### config.mk
export PLATFORM = sky130hd
export DESIGN_NAME = fifo_sync_param
export DESIGN_NICKNAME = d
export VERILOG_FILES = /design/src/rtl/fifo_pkg.sv /design/src/rtl/fifo_mem_2p.sv /design/src/rtl/fifo_sync_param.sv
export SDC_FILE = /design/constraint.sdc
export NUM_CORES = 1
export LEC_CHECK = 0
export CAP_MARGIN = 20
export CORE_ASPECT_RATIO = 0.9
export CORE_MARGIN = 2
export CORE_UTILIZATION = 35
export CTS_BUF_LIST = sky130_fd_sc_hd__clkbuf_16
export DETAILED_ROUTE_END_ITERATION = 16
export SKIP_CTS_REPAIR_TIMING = 1
export SLEW_MARGIN = 0
export SYNTH_ARGS = -nofsm -noshare
export SYNTH_HDL_FRONTEND = slang
export SYNTH_SLANG_ARGS = --single-unit
export TNS_END_PERCENT = 20
### constraint.sdc
create_clock -name clk -period 8.4 [get_ports clk]
set_input_delay 1.26 -clock clk [delete_from_list [all_inputs] [get_ports clk]]
set_output_delay 1.26 -clock clk [all_outputs]
set_load 0.02 [all_outputs]
### src/rtl/fifo_pkg.sv
// rtl/fifo_pkg.sv - shared defaults, pointer-width helper and typedefs for fifo_sync_param
package fifo_pkg;

  localparam int DEF_WIDTH = 16;
  localparam int DEF_DEPTH = 8;

  // Pointers carry one extra wrap bit above the memory index
  function automatic int ptr_width(input int depth);
    return $clog2(depth) + 1;
  endfunction

  localparam int DEF_PW = ptr_width(DEF_DEPTH);

  typedef logic [DEF_PW-1:0] ptr_t;
  typedef logic [DEF_PW-1:0] count_t;

endpackage

### src/rtl/fifo_mem_2p.sv
// rtl/fifo_mem_2p.sv - register-array memory, synchronous write port, asynchronous read port
module fifo_mem_2p
  import fifo_pkg::*;
#(
  parameter int WIDTH = DEF_WIDTH,
  parameter int DEPTH = DEF_DEPTH
) (
  input  logic                     clk_i,
  input  logic                     we_i,
  input  logic [$clog2(DEPTH)-1:0] waddr_i,
  input  logic [WIDTH-1:0]         wdata_i,
  input  logic [$clog2(DEPTH)-1:0] raddr_i,
  output logic [WIDTH-1:0]         rdata_o
);

  logic [WIDTH-1:0] mem_q [DEPTH];

  // Contents are deliberately left unreset
  always_ff @(posedge clk_i) begin
    if (we_i) begin
      mem_q[waddr_i] <= wdata_i;
    end
  end

  assign rdata_o = mem_q[raddr_i];

endmodule

### src/rtl/fifo_sync_param.sv
// rtl/fifo_sync_param.sv - parametrised single-clock FIFO with count, thresholds and sticky errors
// FIFO_FWFT_EN selects first-word-fall-through output; default is registered read data.
module fifo_sync_param
  import fifo_pkg::*;
#(
  parameter int WIDTH    = DEF_WIDTH,
  parameter int DEPTH    = DEF_DEPTH,
  parameter int AF_LEVEL = DEPTH - 2,
  parameter int AE_LEVEL = 2
) (
  input  logic                     clk,
  input  logic                     reset,
  input  logic [WIDTH-1:0]         data_in,
  input  logic                     wr_en,
  input  logic                     rd_en,
  input  logic                     clr_err,
  output logic [WIDTH-1:0]         data_out,
  output logic                     FIFO_full,
  output logic                     FIFO_empty,
  output logic                     almost_full,
  output logic                     almost_empty,
  output logic [$clog2(DEPTH):0]   count,
  output logic                     overflow,
  output logic                     underflow
);

  localparam int AW = $clog2(DEPTH);
  localparam int PW = ptr_width(DEPTH);
  localparam logic [PW-1:0] PTR_ONE = PW'(1);
  localparam logic [PW-1:0] AF_THR  = PW'(AF_LEVEL);
  localparam logic [PW-1:0] AE_THR  = PW'(AE_LEVEL);

  logic [PW-1:0]    wr_ptr_q, wr_ptr_d;
  logic [PW-1:0]    rd_ptr_q, rd_ptr_d;
  logic             ovf_q, ovf_d;
  logic             unf_q, unf_d;
  logic             rd_acc, wr_acc;
  logic [WIDTH-1:0] mem_rdata;

  assign FIFO_empty   = (wr_ptr_q == rd_ptr_q);
  assign FIFO_full    = (wr_ptr_q[AW-1:0] == rd_ptr_q[AW-1:0]) && (wr_ptr_q[AW] != rd_ptr_q[AW]);
  assign count        = wr_ptr_q - rd_ptr_q;
  assign almost_full  = (count >= AF_THR);
  assign almost_empty = (count <= AE_THR);
  assign overflow     = ovf_q;
  assign underflow    = unf_q;

  // A pop frees a slot in the same cycle, so a full FIFO still takes a write alongside a read
  assign rd_acc = rd_en && !FIFO_empty;
  assign wr_acc = wr_en && (!FIFO_full || rd_acc);

  always_comb begin
    wr_ptr_d = wr_ptr_q;
    rd_ptr_d = rd_ptr_q;
    if (wr_acc) begin
      wr_ptr_d = wr_ptr_q + PTR_ONE;
    end
    if (rd_acc) begin
      rd_ptr_d = rd_ptr_q + PTR_ONE;
    end
    // Set wins over clear when an error coincides with clr_err
    ovf_d = (ovf_q && !clr_err) || (wr_en && !wr_acc);
    unf_d = (unf_q && !clr_err) || (rd_en && FIFO_empty);
  end

  always_ff @(posedge clk) begin
    if (reset) begin
      wr_ptr_q <= '0;
      rd_ptr_q <= '0;
      ovf_q    <= 1'b0;
      unf_q    <= 1'b0;
    end else begin
      wr_ptr_q <= wr_ptr_d;
      rd_ptr_q <= rd_ptr_d;
      ovf_q    <= ovf_d;
      unf_q    <= unf_d;
    end
  end

  fifo_mem_2p #(
    .WIDTH (WIDTH),
    .DEPTH (DEPTH)
  ) u_mem (
    .clk_i   (clk),
    .we_i    (wr_acc && !reset),
    .waddr_i (wr_ptr_q[AW-1:0]),
    .wdata_i (data_in),
    .raddr_i (rd_ptr_q[AW-1:0]),
    .rdata_o (mem_rdata)
  );

`ifdef FIFO_FWFT_EN
  assign data_out = FIFO_empty ? '0 : mem_rdata;
`else
  logic [WIDTH-1:0] dout_q, dout_d;

  always_comb begin
    dout_d = dout_q;
    if (rd_acc) begin
      dout_d = mem_rdata;
    end
  end

  always_ff @(posedge clk) begin
    if (reset) begin
      dout_q <= '0;
    end else begin
      dout_q <= dout_d;
    end
  end

  assign data_out = dout_q;
`endif

endmodule

==> flow_summary.yaml <==
outcome:
  status: "finished clean"
setup_path:
  cp-startpoint: "rd_ptr_q[1]"
  critPathBufInv: 3
  cp.arrival_ns: 3.49
  r2r-start: "rd_ptr_q[1]"
  critPathKind: "reg -> out"
  cp.required_ns: 7.14
  cp_max_fo: 37
  cp_slowest_stage_delay_ns: 0.68
  startpoint_type: "flip-flop"
  crit_path_top_delay_cell: "dfxtp_2"
  path_cells: "buf_4, inv_1, ha_1, nor2b_1, o21ai_0, and3_1, o21a_1, clkdlybuf4s50_1"
  crit_family: "buffers and inverters"
  end_kind: "output port"
cells_and_area:
  multi_input_area_um2: 1685
  drive_above_1_share_pct: 20.70
  n_fill_cell: 1561
  final_util_pct: 42.87
  layout-area-overhead-vs-synth_pct: 21.32
  final_cells: 670
  layout_commonest_cell: "edfxtp_1"
  fin_nets: 444
  ff_latch_area_um2: 4365
  final_cell_mix: "edfxtp_1 (128), clkdlybuf4s50_1 (46), mux2i_1 (34)"
  diodes: 0
clock_tree:
  clock_latency_ns: 0.42
  cts_buffer_depth: 2
  cts_buffers: 17
  cts_tree: "done"
  cts.clk_slew.worst_paths_ns: 0.06
  cts.sinks: 154
  h-tree-depth: 4
  root_buffer: "clkbuf_16"
synth:
  synth_seq_area_share_pct: 70.82
  ys_ff_latch: 154
  yosys_most_used_dff: "edfxtp_1"
  yosys_warnings: 0
  syn_area_per_cell_um2: 16.88
  synth_edf_count: 128
  synth_area_um2: 6162
  synth_cell_types: 41
  synth_nets: 392
  postSynthCellCount: 365
  async_flop_share_pct: 0
pwr:
  switchingPower_mw: 0.5032
  pwr-share-comb_pct: 17.2
  power_frac_seq_pct: 45.4
  clkPwrFrac_pct: 37.4
  ir_drop_mv: 0.1485
  p_sw_share_pct: 26.03
  p_int_mw: 1.430
  p_per_area_nw_per_um2: 258.6
  p_leak_nw: 2.364
global_routing:
  grt_usage_pct: 14.12
  antenna_found_initial: 0
  grt_pass1_vias: 3367
  gr-total-overflow: 0
  grt_max_degree: 38
  grt_pass1_wl_um: 18960
sta:
  rsz0062_at_grt: "false"
  timing.final.crit_share_pct: 56.59
  worst_pin_slew_ns: 1.057
  slew_violations: 0
  relSlewSlack_pct: 29.34
  tns_ns: 0
  fin_crit_ns: 4.753
  hold_viol: 0
  max_freq_ghz: 0.2104
  final.setup.worst_slack_ns: 3.647
  fin_skew_ns: 0.006299
  setup_viol: 0
placed_design:
  dpl.hpwl_um: 7376
  placed_cells: 637
  portBuffers: 46
  place.gp.congestion: 0.7884
  place_ws_ns: 4.045
floorplanning:
  placementRows: 46
  ios: 47
  die_area_um2: 18690
  start_util_pct: 35.34
  dieHeight_um: 129.9
  core_area_um2: 17440
  die_x_um: 143.9
min_path:
  hold_class: "reg -> reg"
  hold_path_startpoint: "data_out[15]"
routing:
  drt_wl_total_um: 12260
  vias: 3268
  drtIter0Drc: 200
  avgViaCountPerCell: 4.878
  wl_per_cell_um: 18.30
  first_pass_iters: 4
  drc: 0
  antenna_left: 0
flow_run:
  max_cap_viol_count: 0
==> power groups by stage <==
stage	registers (mW)	clock network [mW]	logic, mW
floorplan	0.911	0	0.194
global placement	0.894	0	0.331
detailed placement	0.895	0	0.335
CTS	0.879	0.739	0.336
global route	0.882	0.769	0.361
finish	0.879	0.722	0.333
==> cells in the mapped netlist, types with 6 or more instances <==
master	instances	area, um^2
o22ai_1	16	100.1
a211oi_1	7	52.55
a211oi_2	9	112.6
nand2_1	6	22.52
nor3_1	14	70.07
nor2_1	26	97.59
nor3_2	9	90.09
buf_6	8	90.09
mux2i_1	34	340.3
edfxtp_1	128	3844
mux4_2	16	360.4
inv_1	8	30.03
dfxtp_1	26	520.5
==> path summary, 6_finish.rpt <==
path | to | slack [ns] | cells past startpoint
max | almost_empty | 3.65 | 8
min | data_out[15] | 0.49 | 2
max reg2reg | u_mem.mem_q[6][15] | 4.88 | 6
min reg2reg | data_out[15] | 0.49 | 2
==> tightest hold or removal path, cell delays in order, from the launching register on <==
cell	delay, ns
dfxtp_1	0.31
nor2_1	0.10
nor3_1	0.04
==> metal layers <==
layer	track usage, %	share of wire (%)
met5	0	0
met4	4.902	0.91
met3	4.183	4.2
met2	23.56	50
met1	17.68	45
==> layout make-up <==
| class | instances | area share [%] |
|---|---|---|
| flip-flops and latches | 154 | 58.39 |
| multi-input cells | 181 | 22.54 |
| repair buffers | 55 | 7.113 |
| clock buffers | 17 | 5.690 |
| well taps | 240 | 4.017 |
| clock inverters | 15 | 1.841 |
| inverters | 8 | 0.4017 |
==> kinds of logic (layout without fill, tap and decap cells) <==
group / count (synthesis) / in the layout / share of synthesized area [%]
flops: 154 / 154 / 70.82
simple gates: 72 / 72 / 6.335
mux: 50 / 50 / 11.37
compound gates: 46 / 46 / 5.990
buf+inv: 30 / 95 / 3.025
xor+xnor: 7 / 7 / 1.117
fa+ha+maj: 6 / 6 / 1.340
==> state kept, by name, indices dropped and copies added (netlist names) <==
name         cells
u_mem.mem_q    128
data_out        16
overflow         1
underflow        1
wr_ptr_q         4
rd_ptr_q         4
==> stage by stage <==
step | cell area (um^2) | total power, mW | hold WS [ns]
detailed placement | 6902 | 1.230 | 0.4859
floorplan | 6162 | 1.105 | 0.5257
global route | 7476 | 2.012 | 0.5137
global placement | 6902 | 1.225 | 0.4832
finish | 7476 | 1.933 | 0.4941
CTS | 7465 | 1.953 | 0.4979
Note: power is estimated with default switching activity, not from simulation.
